## src/rtl/serial_pkg.sv

```systemverilog
// Shared definitions for the framed serial link (receiver and matching transmitter).
// Contents:
//   rx_state_t  - frame FSM states
//   START_BIT, STOP_BIT, IDLE_LVL - line levels of the frame format
//   frame_len() - total bits per frame including start and stop
//   even_parity() - parity bit that makes the count of ones even
package serial_pkg;

  typedef enum logic [1:0] {
    IDLE   = 2'd0,
    DATA   = 2'd1,
    PARITY = 2'd2,
    STOP   = 2'd3
  } rx_state_t;

  localparam logic START_BIT = 1'b1;
  localparam logic STOP_BIT  = 1'b0;
  localparam logic IDLE_LVL  = 1'b0;

  function automatic int unsigned frame_len(input int unsigned width, input bit par_en);
    return 32'd2 + width + (par_en ? 32'd1 : 32'd0);
  endfunction

  // Zero-extension of narrower words does not change the result.
  function automatic logic even_parity(input logic [31:0] data);
    return ^data;
  endfunction

endpackage

```

## src/rtl/sipo_shift_core.sv

```systemverilog
// WIDTH-bit serial-in parallel-out shift register.
// Ports:
//   clk, rst  - clock, asynchronous active-low reset
//   clr       - synchronous clear (has priority over shift_en)
//   shift_en  - shift sin in on this edge
//   sin       - serial input bit
//   data      - parallel contents; with MSB_FIRST the first bit shifted in
//               ends up in data[WIDTH-1], otherwise in data[0]
module sipo_shift_core #(
  parameter int WIDTH     = 8,
  parameter bit MSB_FIRST = 1'b1
) (
  input  logic             clk,
  input  logic             rst,
  input  logic             clr,
  input  logic             shift_en,
  input  logic             sin,
  output logic [WIDTH-1:0] data
);

  logic [WIDTH-1:0] data_r;

  // Shift register: clear, or shift one bit in from the chosen end.
  always_ff @(posedge clk or negedge rst) begin
    if (!rst) begin
      data_r <= '0;
    end else if (clr) begin
      data_r <= '0;
    end else if (shift_en) begin
      if (MSB_FIRST) begin
        data_r <= {data_r[WIDTH-2:0], sin};
      end else begin
        data_r <= {sin, data_r[WIDTH-1:1]};
      end
    end
  end

  assign data = data_r;

endmodule

```

## src/rtl/sipo_frame_rx.sv

```systemverilog
// Framed serial-to-parallel receiver.
// Frame: start(1) + WIDTH data + optional even parity + stop(0), one bit per clk.
// Ports:
//   clk, rst    - clock, asynchronous active-low reset
//   sin         - serial line (idle 0)
//   dout        - received word, stable while dout_valid=1
//   dout_valid  - word available, held until accepted
//   dout_ready  - consumer accept (transfer on valid&ready at a rising edge)
//   busy        - a frame is in progress
//   frame_err   - one-cycle pulse: stop bit was 1
//   parity_err  - one-cycle pulse: parity mismatch
//   overrun     - one-cycle pulse: good frame dropped, output still occupied
module sipo_frame_rx
  import serial_pkg::*;
#(
  parameter int WIDTH     = 8,
  parameter int PARITY_EN = 1,
  parameter int MSB_FIRST = 1
) (
  input  logic             clk,
  input  logic             rst,
  input  logic             sin,
  output logic [WIDTH-1:0] dout,
  output logic             dout_valid,
  input  logic             dout_ready,
  output logic             busy,
  output logic             frame_err,
  output logic             parity_err,
  output logic             overrun
);

  localparam int CNT_W = $clog2(WIDTH);
  localparam logic [CNT_W-1:0] CNT_LAST = CNT_W'(WIDTH - 1);

  rx_state_t        state_r;
  rx_state_t        state_nxt_s;
  logic [CNT_W-1:0] cnt_r;
  logic             p_bit_r;
  logic [WIDTH-1:0] data_s;
  logic             shift_en_s;
  logic             clr_s;
  logic             stop_edge_s;
  logic             ferr_s;
  logic             perr_s;
  logic             good_s;
  logic             accept_s;
  logic             commit_s;

  logic [WIDTH-1:0] dout_r;
  logic             dout_valid_r;
  logic             busy_r;
  logic             frame_err_r;
  logic             parity_err_r;
  logic             overrun_r;

  sipo_shift_core #(
    .WIDTH     (WIDTH),
    .MSB_FIRST (MSB_FIRST != 0)
  ) u_shift (
    .clk      (clk),
    .rst      (rst),
    .clr      (clr_s),
    .shift_en (shift_en_s),
    .sin      (sin),
    .data     (data_s)
  );

  // Next-state decode, shift control and stop-edge frame evaluation.
  always_comb begin
    state_nxt_s = state_r;
    shift_en_s  = 1'b0;
    clr_s       = 1'b0;
    stop_edge_s = 1'b0;
    ferr_s      = 1'b0;
    perr_s      = 1'b0;
    case (state_r)
      IDLE: begin
        if (sin == START_BIT) begin
          state_nxt_s = DATA;
          clr_s       = 1'b1;
        end else begin
          state_nxt_s = IDLE;
        end
      end
      DATA: begin
        shift_en_s = 1'b1;
        if (cnt_r == CNT_LAST) begin
          if (PARITY_EN != 0) begin
            state_nxt_s = PARITY;
          end else begin
            state_nxt_s = STOP;
          end
        end else begin
          state_nxt_s = DATA;
        end
      end
      PARITY: begin
        state_nxt_s = STOP;
      end
      STOP: begin
        // Always back to IDLE: a bad stop bit of 1 must not start a frame.
        state_nxt_s = IDLE;
        stop_edge_s = 1'b1;
        ferr_s      = (sin != STOP_BIT);
        perr_s      = (PARITY_EN != 0) && (even_parity(32'(data_s)) != p_bit_r);
      end
      default: begin
        state_nxt_s = IDLE;
      end
    endcase
    good_s   = stop_edge_s && !ferr_s && !perr_s;
    accept_s = dout_valid_r && dout_ready;
    // A same-edge accept frees the slot for the incoming word.
    commit_s = good_s && (!dout_valid_r || dout_ready);
  end

  // FSM state, data bit counter and captured parity bit.
  always_ff @(posedge clk or negedge rst) begin
    if (!rst) begin
      state_r <= IDLE;
      cnt_r   <= '0;
      p_bit_r <= 1'b0;
      busy_r  <= 1'b0;
    end else begin
      state_r <= state_nxt_s;
      busy_r  <= (state_nxt_s != IDLE);
      case (state_r)
        DATA:    cnt_r <= cnt_r + CNT_W'(1);
        PARITY: begin
          cnt_r   <= '0;
          p_bit_r <= sin;
        end
        default: cnt_r <= '0;
      endcase
    end
  end

  // Output word, valid/ready handshake and error pulses.
  always_ff @(posedge clk or negedge rst) begin
    if (!rst) begin
      dout_r       <= '0;
      dout_valid_r <= 1'b0;
      frame_err_r  <= 1'b0;
      parity_err_r <= 1'b0;
      overrun_r    <= 1'b0;
    end else begin
      frame_err_r  <= ferr_s;
      parity_err_r <= perr_s;
      overrun_r    <= good_s && !commit_s;
      if (commit_s) begin
        dout_r       <= data_s;
        dout_valid_r <= 1'b1;
      end else if (accept_s) begin
        dout_valid_r <= 1'b0;
      end
    end
  end

  assign dout       = dout_r;
  assign dout_valid = dout_valid_r;
  assign busy       = busy_r;
  assign frame_err  = frame_err_r;
  assign parity_err = parity_err_r;
  assign overrun    = overrun_r;

endmodule
```

## config.mk

```make
export PLATFORM = sky130hd
export DESIGN_NAME = sipo_frame_rx
export DESIGN_NICKNAME = d
export VERILOG_FILES = /design/src/rtl/serial_pkg.sv /design/src/rtl/sipo_shift_core.sv /design/src/rtl/sipo_frame_rx.sv
export SDC_FILE = /design/constraint.sdc
export NUM_CORES = 1
export LEC_CHECK = 0
export CAP_MARGIN = 20
export CORE_MARGIN = 1
export CORE_UTILIZATION = 50
export DETAILED_ROUTE_END_ITERATION = 7
export PLACE_DENSITY = 0.78
export SYNTH_ARGS = -nofsm -noshare
export SYNTH_HDL_FRONTEND = slang
export SYNTH_HIERARCHICAL = 1
export SYNTH_SLANG_ARGS = --single-unit
```

## constraint.sdc

```tcl
create_clock -name clk -period 2.3 [get_ports clk]
set_input_delay 0.23 -clock clk [delete_from_list [all_inputs] [get_ports clk]]
set_output_delay 0.23 -clock clk [all_outputs]
set_load 0.05 [all_outputs]
```

Word level (Yosys, flattened, before mapping)
Index checks and enable logic that the tools add are counted.
{"block": "op_classes", "addsub": 1, "muxes": 14, "n_reduce_logical": 15, "eq_ne": 5}
{"operator": "parity 32 bit", "n": 1}
{"operator": "2-to-1 mux 8 bit", "n": 2}
{"operator": "2-to-1 mux 1 bit", "n": 9}
{"operator": "one-hot mux 2 bit (4 select lines)", "n": 1}
{"operator": "nonzero test 2 bit", "n": 3}
{"operator": "logical AND 1 bit", "n": 5}
{"operator": "equality test 2 bit, second input constant", "n": 2}
{"operator": "logical NOT 1 bit", "n": 4}
{"operator": "adder 3 x 1 -> 3 bit, second input constant", "n": 1}
{"operator": "equality test 3 bit, second input constant", "n": 1}
{"operator": "2-to-1 mux 3 bit", "n": 1}
{"operator": "equality test 2 x 1 -> 1 bit, second input constant", "n": 1}
{"operator": "logical NOT 2 bit", "n": 1}
{"operator": "2-to-1 mux 2 bit", "n": 1}
{"operator": "logical OR 1 bit", "n": 1}
{"operator": "!= test 1 bit", "n": 1}
{"block": "word_totals", "register_bits": 27, "output_inout_bits": 13}

Longest topological paths before layout
{"block": "depth", "depth_word": 8, "depth_mapped": 6, "ltp_nobuf": 4}

Hierarchy
The synthesis kept the hierarchy.
{"mod": "sipo_frame_rx", "cells_per_inst": 61, "n_inst": 1, "area_each_um2": 834.6}
{"mod": "sipo_shift_core", "cells_per_inst": 26, "n_inst": 1, "area_each_um2": 325.3}

Worst setup path after synthesis
OpenSTA, ideal clock, no wires.
{"block": "synth_path", "kind": "reg2reg", "from": "register u_shift.data_r[2] (netlist: u_shift/data[2])", "to": "register dout_r[0] (netlist: dout[0])", "path_buffers": 0, "slack_ns": 0.458, "synth_period_minus_slack_ns": 1.842, "setup_time_ns": 0.125, "required_time_ns": 2.175, "t_arrival_ns": 1.718, "path_stages_with_launch": 5, "cell_sequence": "dfrtp_1 > xor2_1 > xnor3_1 > mux2i_4 > mux2_2"}
{"block": "synth_between", "elab_chain_len": 6}
{"item": "from (decl)", "line_no": "sipo_shift_core.sv:21", "text": "logic [WIDTH-1:0] data_r;"}
{"item": "from (signal assigned)", "line_no": "sipo_shift_core.sv:31", "text": "data_r <= {data_r[WIDTH-2:0], sin};"}
{"item": "from (signal assigned)", "line_no": "sipo_shift_core.sv:33", "text": "data_r <= {sin, data_r[WIDTH-1:1]};"}
{"item": "parity 32 bit", "line_no": "serial_pkg.sv:26", "text": "return ^data;"}
{"item": "!= test 1 bit", "line_no": "sipo_frame_rx.sv:105", "text": "perr_s = (PARITY_EN != 0) && (even_parity(32'(data_s)) != p_bit_r);"}
{"item": "2-to-1 mux 1 bit", "line_no": "sipo_frame_rx.sv:76", "text": "case (state_r)"}
{"item": "logical NOT 1 bit", "line_no": "sipo_frame_rx.sv:111", "text": "good_s = stop_edge_s && !ferr_s && !perr_s;"}
{"item": "logical AND 1 bit", "line_no": "sipo_frame_rx.sv:111"}
{"item": "logical AND 1 bit", "line_no": "sipo_frame_rx.sv:114", "text": "commit_s = good_s && (!dout_valid_r || dout_ready);"}
{"item": "to (signal assigned)", "line_no": "sipo_frame_rx.sv:151", "text": "dout_r <= data_s;"}
{"item": "to (decl)", "line_no": "sipo_frame_rx.sv:49", "text": "logic [WIDTH-1:0] dout_r;"}
Every way passes these cells.
A chain may end at the register's enable or synchronous reset.

Worst setup path after layout
{"block": "layout_path", "from": "register u_shift.data_r[2] (netlist: u_shift/data[2])", "to": "register dout_r[3] (netlist: dout[3])"}
Same word-level chain as after synthesis.

==> results by group <==
Status
  – Outcome: completed

Final layout
  – Layout cells sized above 1: between 10% and 20%
  – Number of diodes: 0
  – Syn-to-layout area delta: 18.4%
  – Leading cell types in the layout, fill and taps excluded: dfrtp_1 (27), clkdlybuf4s50_1 (16), nor2_1 (10)
  – Commonest non-fill, non-tap cell in the layout: dfrtp_1
  – Final instance count without filler cells: 133
  – Fin nets: about 110

Power and ir drop
  – Leakage: 0.000680 uW
  – Power Density: between 1000 and 1500 mW/mm^2
  – Internal power: 1150 uW
  – Worst vdd ir: 704 uV
  – Comb power frac: about half
  – Share of power burned in registers: 39.4%
  – Psw: a little under 800 uW
  – Switching Share: between 40% and 50%
  – Clock power share: between 10% and 20%

Yosys
  – Register area share after synthesis: between 50% and 60%
  – Net Count, Synth: 93
  – Post-Synthesis Cells: 87
  – Cell taking the most area after synthesis: dfrtp_1
  – Share of the synthesized area in the top cell type: about three fifths
  – Synth Register Bits: 27
  – Syn avg cell area: about 13 um^2
  – Area contributors post-synth: dfrtp_1 (58%), mux2_2 (8.7%), mux2i_1 (6.9%)
  – Synthesis Warnings: 6
  – Netlist cell types: 24
  – Syn Std Cell Area: approximately 0.0012 mm^2

STA
  – Final setup fails: 0
  – Slew HR: between 60% and 70%
  – Final clock skew: between 0.003 and 0.004 ns
  – Worst setup margin: around 0.29 ns
  – Setup TNS: 0 ns
  – Fmax: 0.497 GHz
  – RSZ-0062 raised after global routing: no
  – Hold Vio Cnt, Final: 0
  – Fin crit period: 2.01 ns
  – Final Max Tran Viols: 0
  – Worst slew pin tran: just under 0.5 ns
  – Tcrit/Tclk final: a little under 90%

Floorplan
  – Initial Util: between 50% and 60%
  – Core area: between 0.002 and 0.0025 mm^2
  – Placement Rows: 17
  – Die Width: approximately 50 um
  – Die area: 0.00252 mm^2
  – # IOs: 17
  – Die Span Y: 50.2 um

CTS
  – Worst-path clk slew: about 0.13 ns
  – CTS tree: done
  – CTS buffer count: 3
  – Worst-Skew Late Latency: between 0.3 and 0.4 ns
  – CTS-repair resized insts: 0
  – Setup bufs post-CTS: 0
  – H-Tree Depth: 1
  – Hold buffer count at cts: 0
  – Clock Tree Buf Depth: 2
  – Root buffer cell: clkbuf_4
  – Clock Sinks: 27

Critical path
  – R2R Path Start: u_shift/data[2]
  – Crit-path max FO: 8
  – Startpoint Class: register
  – Crit. Startpoint: u_shift/data[2]
  – CP required: 2.51 ns
  – CP arrival: 2.22 ns
  – Setup CP Type: reg -> reg
  – Crit end category: register

Drt
  – DRT Pass-1 Iters: 4
  – Iter 0 DRT Violations: 6
  – ANT nets after route: 0
  – Final wirelength: 1.78 mm
  – Wirelength per Cell: 13.4 um
  – Vias: roughly 700
  – Vias/cell: between 5 and 6
  – DRC Markers: 0

Place
  – Dpl cells: approximately 130
  – Final GP Congestion: between 0.6 and 0.7
  – Pre-CTS setup slack: 0.288 ns
  – Post-DP HPWL: 1.29 mm
  – I/O Buffers: 16

Worst hold path
  – HP Class: in -> async

GRT
  – Initial antenna violation count: 0
  – Largest net degree at the start of global routing: 28
  – First-pass GRT wire length: roughly 3.1 mm
  – Vias in the first global route: between 700 and 800
  – Total grt overflow: 0
  – GR Util All Layers: 17.0%

Flow run
  – Max Cap Viol: 0
-- cells by family after synthesis --
kind of cell / synth area share (%)
flip-flops: 58.3
AND/OR/NAND/NOR: 11.4
multiplexers: 17.6
XOR/XNOR: 6.90
buffers and inverters: 2.26
AO/OA/AOI/OAI: 1.40
adder cells (fa/ha/maj): 2.16
-- state kept, by name, indices dropped and copies added (netlist names) --
name,flops
busy,1
cnt_r,3
dout,8
dout_valid,1
frame_err,1
overrun,1
p_bit_r,1
parity_err,1
state_r,2
u_shift/data,8
-- final timing paths --
kind	cells past startpoint	end	slack [ns]
worst max-delay path	4	dout[3]	0.29
worst min-delay path	2	dout[5]	0.26
worst max register to register	4	dout[3]	0.29
worst min register to register	1	cnt_r[0]	0.45
max in group asynchronous	2	state_r[1]	1.79
min in group clk	1	cnt_r[0]	0.45
-- power by group through the flow --
| stage | Clock (uW) | Combinational [uW] | Sequential [uW] |
|---|---|---|---|
| 2_1_floorplan | 0 | 584 | 945 |
| 3_3_place_gp | 0 | 965 | 764 |
| 3_5_place_dp | 0 | 985 | 771 |
| 4_1_cts | 201 | 989 | 761 |
| 5_1_grt | 224 | 1060 | 784 |
| 6_report | 194 | 974 | 759 |
-- worst max-delay path: stages (launching register included) --
cell and delay [ns]:
dfrtp_1 0.44, xor2_1 0.18, xnor3_1 0.47, mux2i_4 0.43, mux2_2 0.39
-- cell usage after synthesis (all sizes together) --
cell,instances
xnor2,2
nor3b,2
nand2,2
o22ai,1
inv,1
nand3b,1
and2,2
ha,2
o21ai,1
a21oi,1
nor2b,1
nor2,10
clkbuf,2
dfrtp,27
mux2,9
xor2,2
buf,2
and3,2
nand2b,3
mux2i,9
xnor3,2
nor3,3
-- metal layers --
layer / track usage, % / vias to the layer above / share of wire, %
li1: - / 330 / -
met1: 20.5 / 341 / 44
met2: 29.8 / 11 / 51
met3: 3.03 / 4 / 3.1
met4: 7.14 / 0 / 1.7
met5: 0 / - / 0
-- per-stage QoR --
step | power, uW | hold slack [ns] | util (%) | cell area, um^2
floorplan | 1530 | -0.0656 | - | 1160
global placement | 1730 | 0.424 | 61.5 | 1350
detailed placement | 1760 | 0.439 | 61.5 | 1350
CTS | 1950 | 0.266 | 62.7 | 1370
global route | 2070 | 0.290 | 62.7 | 1370
finish | 1930 | 0.260 | 62.7 | 1370
-- layout make-up --
type	instances	area, um^2
clock buffers	4	26.3
fillers	165	817
inverters	1	3.75
multi-input cells	55	458
flip-flops and latches	27	676
well taps	28	35.0
repair buffers	18	175
Power figures use the tool's default switching activity.
